<file path="src/rtl/alu_pkg.sv">
// Shared ALU definitions for the EX stage.
// Holds the 5-bit ALU control codes used by the ALU control decoder and the
// multiply sequencer, the sequencer state type, and a small decode helper.
package alu_pkg;

    localparam logic [4:0] ALU_ADD    = 5'b00000;
    localparam logic [4:0] ALU_SUB    = 5'b00001;
    localparam logic [4:0] ALU_AND    = 5'b00010;
    localparam logic [4:0] ALU_OR     = 5'b00011;
    localparam logic [4:0] ALU_XOR    = 5'b00100;
    localparam logic [4:0] ALU_LUI    = 5'b01010;
    localparam logic [4:0] ALU_MUL    = 5'b10001;
    localparam logic [4:0] ALU_MULH   = 5'b10010;
    localparam logic [4:0] ALU_MULHSU = 5'b10011;
    localparam logic [4:0] ALU_MULHU  = 5'b10100;

    typedef enum logic [1:0] {
        IDLE = 2'd0,
        CALC = 2'd1,
        FIX  = 2'd2,
        DONE = 2'd3
    } mul_state_e;

    // True for the four multiply codes handled by the sequencer.
    function automatic logic is_mul_op(input logic [4:0] code);
        return (code == ALU_MUL) || (code == ALU_MULH) ||
               (code == ALU_MULHSU) || (code == ALU_MULHU);
    endfunction

endpackage

</file>
<file path="src/rtl/mul_seq_ctrl_pp_step.sv">
// mul_pp_step: combinational partial-product generator.
// Multiplies the XLEN-bit unsigned magnitude of operand A by one BPC-bit
// digit of operand B.
// Ports:
//   a_mag  in   XLEN       unsigned magnitude of A
//   digit  in   BPC        current multiplier digit
//   pp     out  XLEN+BPC   partial product (cannot overflow)
module mul_pp_step #(
    parameter int XLEN = 32,
    parameter int BPC  = 2
) (
    input  logic [XLEN-1:0]     a_mag,
    input  logic [BPC-1:0]      digit,
    output logic [XLEN+BPC-1:0] pp
);

    always_comb begin
        pp = (XLEN+BPC)'(a_mag) * (XLEN+BPC)'(digit);
    end

endmodule

</file>
<file path="src/rtl/mul_seq_ctrl.sv">
// mul_seq_ctrl: multi-cycle sequencer for MUL/MULH/MULHSU/MULHU.
// Captures operands on start, retires BPC multiplier bits per cycle with a
// shift-add, applies the sign fixup, and stalls the pipeline until done.
// Ports:
//   clk       in   1     clock (rising edge)
//   rst       in   1     synchronous active-high reset
//   start     in   1     EX presents a valid op
//   alu_ctrl  in   5     ALU control code (only multiply codes are accepted)
//   op_a      in   XLEN  rs1
//   op_b      in   XLEN  rs2
//   flush     in   1     kill the in-flight op
//   stall     out  1     hold IF/ID/EX
//   done      out  1     one-cycle result-valid pulse
//   result    out  XLEN  product slice, held until the next completed op
module mul_seq_ctrl
    import alu_pkg::*;
#(
    parameter int XLEN = 32,
    parameter int BPC  = 2
) (
    input  logic            clk,
    input  logic            rst,
    input  logic            start,
    input  logic [4:0]      alu_ctrl,
    input  logic [XLEN-1:0] op_a,
    input  logic [XLEN-1:0] op_b,
    input  logic            flush,
    output logic            stall,
    output logic            done,
    output logic [XLEN-1:0] result
);

    localparam int N_ITER = XLEN / BPC;
    localparam int CW     = (N_ITER > 1) ? $clog2(N_ITER) : 1;
    localparam int ACC_W  = 2 * XLEN;
    localparam int SW     = $clog2(ACC_W);
    localparam logic [CW-1:0] CNT_LAST = CW'(N_ITER - 1);

    mul_state_e state, state_nx;

    logic [XLEN-1:0]     a_mag, b_mag;
    logic [CW-1:0]       cnt;
    logic [ACC_W-1:0]    acc;
    logic                neg;
    logic                low_half;

    logic                accept;
    logic                a_neg_in, b_neg_in;
    logic [XLEN-1:0]     a_abs, b_abs;
    logic                zero_op;
    logic [XLEN+BPC-1:0] pp;
    logic [SW-1:0]       shamt;
    logic [ACC_W-1:0]    acc_fix;

    mul_pp_step #(.XLEN(XLEN), .BPC(BPC)) u_pp (
        .a_mag (a_mag),
        .digit (b_mag[BPC-1:0]),
        .pp    (pp)
    );

    always_comb begin
        accept   = (state == IDLE) && start && !flush && is_mul_op(alu_ctrl);
        a_neg_in = ((alu_ctrl == ALU_MULH) || (alu_ctrl == ALU_MULHSU)) && op_a[XLEN-1];
        b_neg_in = (alu_ctrl == ALU_MULH) && op_b[XLEN-1];
        // XLEN-bit negation leaves 0x80..0 as itself, which is the correct unsigned magnitude.
        a_abs    = a_neg_in ? (~op_a + 1'b1) : op_a;
        b_abs    = b_neg_in ? (~op_b + 1'b1) : op_b;
        zero_op  = (a_abs == '0) || (b_abs == '0);
        shamt    = SW'(cnt) * SW'(BPC);
        acc_fix  = neg ? (~acc + 1'b1) : acc;
    end

    always_comb begin
        state_nx = state;
        stall    = 1'b0;
        done     = 1'b0;
        unique case (state)
            IDLE: begin
                if (accept) begin
                    stall = 1'b1;
                    // Zero operands skip CALC but still pass through FIX,
                    // giving a fixed two-cycle fast path.
                    state_nx = zero_op ? FIX : CALC;
                end
            end
            CALC: begin
                stall = 1'b1;
                if (flush)
                    state_nx = IDLE;
                else if (cnt == CNT_LAST)
                    state_nx = FIX;
            end
            FIX: begin
                stall    = 1'b1;
                state_nx = flush ? IDLE : DONE;
            end
            DONE: begin
                done     = 1'b1;
                state_nx = IDLE;
            end
            default: state_nx = IDLE;
        endcase
    end

    always_ff @(posedge clk) begin
        if (rst) begin
            state    <= IDLE;
            a_mag    <= '0;
            b_mag    <= '0;
            cnt      <= '0;
            acc      <= '0;
            neg      <= 1'b0;
            low_half <= 1'b0;
            result   <= '0;
        end else begin
            state <= state_nx;
            case (state)
                IDLE: begin
                    if (accept) begin
                        a_mag    <= a_abs;
                        b_mag    <= b_abs;
                        cnt      <= '0;
                        acc      <= '0;
                        neg      <= zero_op ? 1'b0 : (a_neg_in ^ b_neg_in);
                        low_half <= (alu_ctrl == ALU_MUL);
                    end
                end
                CALC: begin
                    if (!flush) begin
                        acc   <= acc + (ACC_W'(pp) << shamt);
                        b_mag <= b_mag >> BPC;
                        cnt   <= cnt + 1'b1;
                    end
                end
                FIX: begin
                    if (!flush)
                        result <= low_half ? acc_fix[XLEN-1:0] : acc_fix[ACC_W-1:XLEN];
                end
                default: ;
            endcase
        end
    end

endmodule
</file>
<file path="config.mk">
export PLATFORM = sky130hd
export DESIGN_NAME = mul_seq_ctrl
export DESIGN_NICKNAME = d
export VERILOG_FILES = /design/src/rtl/alu_pkg.sv /design/src/rtl/mul_seq_ctrl_pp_step.sv /design/src/rtl/mul_seq_ctrl.sv
export SDC_FILE = /design/constraint.sdc
export NUM_CORES = 1
export LEC_CHECK = 0
export BUFFER_PORTS_ARGS = -buffer_cell sky130_fd_sc_hd__buf_2
export CAP_MARGIN = 30
export CORE_ASPECT_RATIO = 0.9
export CORE_MARGIN = 8
export CORE_UTILIZATION = 40
export DETAILED_ROUTE_END_ITERATION = 8
export GPL_ROUTABILITY_DRIVEN = 0
export GPL_TIMING_DRIVEN = 0
export PLACE_DENSITY = 0.62
export SYNTH_ARGS = -nofsm -noshare
export SYNTH_HDL_FRONTEND = slang
export SYNTH_SLANG_ARGS = --single-unit
</file>
<file path="constraint.sdc">
create_clock -name clk -period 14.5 [get_ports clk]
set_clock_uncertainty 0.1 [all_clocks]
set_input_delay 2.175 -clock clk [delete_from_list [all_inputs] [get_ports clk]]
set_output_delay 2.175 -clock clk [all_outputs]
set_load 0.01 [all_outputs]
</file>
==> flow_metrics.py <==
metrics = {
    "grt": {
        "largest_net_degree_at_the_start_of_global_routing": 17,
        "globalRouteTotalUtil_pct": 23.7,
        "initial_antenna_violation_count": 0,
        "wire_length_of_the_first_global_routing_pass_um": 98700,
        "first_global_vias": 17800,
        "grt.overflow.total": 0,
    },
    "logic_synthesis": {
        "synthesis.instances": 2517,
        "yosys_warnings": 0,
        "yosys-top-cells-area": "dfxtp_1 19%, ha_1 7.8%, a21oi_1 7.7%",
        "synth_largest_area_cell": "dfxtp_1",
        "avgSynthCellArea_sq_um": 6.97,
        "netlist-cell-type-count": 86,
        "ys_dominant_reg_cell": "dfxtp_1",
        "netlist_area_sq_um": 17600,
        "synth_async_reset_ratio_pct": 0,
        "yosysSeqAreaShare_pct": 19.2,
        "post-synth-top-area-fraction_pct": 19.2,
        "synthesis.nets": 2702,
        "ys_ff_latch": 168,
        "synth-edff-count": 0,
    },
    "clocking": {
        "clock-sinks": 168,
        "cts-resized-gates": 0,
        "tritoncts": "yes",
        "ctsLongestPathBuffers": 2,
        "cts-htree-levels": 4,
        "worst_setup_hold_path_clk_slew_ns": 0.07,
        "cts_setup_buffers": 0,
        "clock_tree.root_cell": "clkbuf_16",
        "holdBufCountCts": 0,
        "worst_skew_pair.late_latency_ns": 0.46,
        "cts_buffers": 17,
    },
    "worst_setup_path": {
        "critPathSlowestCell": "a41oi_1",
        "startpoint_type": "register",
        "cp_num_buf_inv": 3,
        "ff2ff_setup_slack_ns": 5.98,
        "worstReg2RegEnd": "acc[56]",
        "worst_path_arrival_time_ns": 8.75,
        "timing_worst_setup_path_type": "register to register",
        "regToRegStartpoint": "b_mag[1]",
        "worst_path_largest_cell_delay_ns": 0.80,
        "worst_path_top_cell_family_by_delay": "compound AO/OA/AOI/OAI gates",
        "crit_path_max_fanout": 10,
        "timing.critical_path.to_type": "register",
        "worstRegToRegCells": 28,
        "worst_ep_required_time_ns": 14.73,
    },
    "sta": {
        "unrepaired_setup_endpoints_after_global_routing": "no",
        "slew_violations": 0,
        "finalSetupViolations": 0,
        "worst_slew_margin_rel_pct": 30.8,
        "finalCriticalPeriod_ns": 8.52,
        "hold_viol_final": 0,
        "max_freq_mhz": 117,
        "tightest_slew_ns": 1.03,
        "final.setup.worst_slack_ns": 5.98,
        "fin_hold_ws_ns": 0.351,
        "setup-tns-final_ns": 0,
        "post-route-period-util_pct": 58.8,
    },
    "floorplanning": {
        "overall_die_width_um": 237,
        "core-area_sq_um": 43800,
        "num_rows": 73,
        "floorplan.initialDensity_pct": 40.1,
        "number_of_i_o_pins": 107,
        "die_height_um": 215,
        "die-area_sq_um": 50900,
    },
    "drt": {
        "drt_first_pass_iters": 6,
        "drt-vias-per-instance": 6.04,
        "top_signal_layer_used": "met4",
        "vias": 19400,
        "met3RoutedLength_um": 5060,
        "final_antenna_net_count": 0,
        "m1WireLength_um": 28000,
        "drcViolationCount": 0,
        "wl_met2_um": 28100,
        "detailedRoute.firstIterationViolations": 1976,
        "post_drt_wl_per_cell_um": 19.7,
        "routed_wire_length_um": 63200,
    },
    "power": {
        "power_report.internal_total_mw": 0.788,
        "net-switching-power_mw": 0.353,
        "pwr-share-comb_pct": 16.8,
        "clockPowerShare_pct": 41.3,
        "sw_frac_of_total_pct": 30.9,
        "power.total_mw": 1.14,
        "leakagePower_nw": 7.67,
        "seq_power_share_pct": 41.9,
        "cellPowerDensity_nw_per_um2": 59.0,
        "ir_drop_mv": 0.0887,
    },
    "worst_hold_path": {
        "hold_class": "register to register",
        "min-delay-start": "result[15]",
        "hold_depth": 2,
        "min_delay_worst_endpoint": "result[15]",
    },
    "run_status": {
        "run_status": "finished, final reports clean",
    },
    "place": {
        "dp_cells": 3178,
        "placement.cell_area_sq_um": 18800,
        "place.port_buffers": 99,
        "detailed_place_hpwl_um": 51200,
        "place_worst_setup_slack_ns": 6.23,
    },
    "finish": {
        "n_antenna_cell": 0,
        "final_layout_size_suffix_gt1_share_pct": 6.72,
        "final_design_area_no_fill_sq_um": 19300,
        "num-fill-cells": 4534,
        "finalCoreUtilization_pct": 44.2,
        "layout-area-overhead-vs-synth_pct": 10.2,
        "multi_input_area_sq_um": 13400,
        "area_taken_by_flip_flops_and_latches_sq_um": 3360,
        "post_route_insts_no_fill": 3210,
        "nets": 2820,
    },
    "job": {
        "drv.max_cap_violation_count": 0,
    },
}
layout make-up:
type	instances	area share [%]
inverter	44	0.854
buffer	164	3.20
clock inverter	13	0.750
timing repair buffer	99	2.56
clock buffer	19	2.29
sequential	168	17.4
multi-input combinational	2141	69.3
tap	562	3.64
cell families (layout without fill, tap and decap cells):
kind of cell	after synthesis	in the layout	share of synthesized area, %
xor gates and xnor gates	184	184	9.18
muxes	56	56	3.47
and+or+nand+nor	969	969	26.7
buffers and inverters	208	339	4.46
AOI/OAI and AO/OA	820	820	28.9
adders and majority gates	112	112	8.07
DFF	168	168	19.2
worst reg2reg max path, delay by kind of cell, from the launching register on:
family / cells / cell delay, ns
compound gates: 14 / 4.39
xor+xnor: 1 / 0.14
fa+ha+maj: 2 / 0.49
buf+inv: 3 / 0.75
flops: 1 / 0.50
mux: 2 / 0.55
simple gates: 6 / 1.49
how the worst max path moves through the flow:
stage	startpoint	end	slack [ns]	cells past startpoint
2_1_floorplan	b_mag[0]	acc[56]	8.29	27
3_3_place_gp	b_mag[1]	acc[56]	6.33	28
3_5_place_dp	b_mag[1]	acc[56]	6.23	28
4_1_cts	b_mag[1]	acc[56]	6.19	28
5_1_grt	b_mag[0]	acc[56]	5.67	28
6_report	b_mag[1]	acc[56]	5.98	28
placed cells by master, fill, tap and decap left out, types with 11 or more instances in the layout:
| cell | count |
|---|---|
| nand2_1 | 338 |
| a21oi_1 | 270 |
| nor2_1 | 217 |
| o21ai_0 | 185 |
| dfxtp_1 | 168 |
| clkbuf_1 | 149 |
| ha_1 | 110 |
| buf_2 | 100 |
| xnor2_1 | 93 |
| xor2_1 | 91 |
| nand3_1 | 83 |
| and2_1 | 81 |
| a21o_1 | 55 |
| nor3_1 | 48 |
| o211ai_1 | 46 |
| mux2i_1 | 44 |
| inv_1 | 43 |
| a211oi_1 | 38 |
| o31ai_1 | 36 |
| a31oi_1 | 34 |
| nand4_1 | 31 |
| or3_1 | 27 |
| nor2b_1 | 24 |
| nand2b_1 | 24 |
| and3_1 | 17 |
| o21a_1 | 17 |
| o22ai_1 | 17 |
| clkbuf_16 | 17 |
| buf_1 | 14 |
| nor4_1 | 13 |
| o21bai_1 | 12 |
| or4_1 | 12 |
| a21boi_0 | 11 |
| o41ai_1 | 11 |
power by group through the flow:
stage	sequential, mW	clock [mW]	combinational (mW)
after detailed placement	0.488	0	0.188
after global routing	0.479	0.492	0.209
after CTS	0.477	0.474	0.189
final	0.478	0.472	0.191
after global placement	0.488	0	0.185
after floorplan	0.486	0	0.119
routing by layer:
| metal | global-route usage (%) | vias to the layer above |
|---|---|---|
| met5 | 0 | - |
| met4 | 7.95 | 0 |
| met3 | 3.77 | 143 |
| met2 | 38.0 | 850 |
| met1 | 32.0 | 9039 |
| li1 | - | 9370 |
state kept, by name, indices dropped and copies added (netlist names):
| signal | flops |
|---|---|
| a_mag | 32 |
| acc | 64 |
| b_mag | 32 |
| cnt | 4 |
| low_half | 1 |
| neg | 1 |
| result | 32 |
| state | 2 |
synthesized netlist by cell type, types with 31 or more instances:
| cell type | n |
|---|---|
| a211oi_1 | 38 |
| xor2_1 | 91 |
| nand3_1 | 83 |
| a21oi_1 | 270 |
| mux2i_1 | 44 |
| inv_1 | 43 |
| nor2_1 | 217 |
| a21o_1 | 55 |
| dfxtp_1 | 168 |
| nand2_1 | 338 |
| nand4_1 | 31 |
| a31oi_1 | 34 |
| o211ai_1 | 46 |
| clkbuf_1 | 148 |
| and2_1 | 81 |
| ha_1 | 110 |
| xnor2_1 | 93 |
| o31ai_1 | 36 |
| nor3_1 | 48 |
| o21ai_0 | 185 |
No activity file was read; power rests on OpenSTA's default activity.
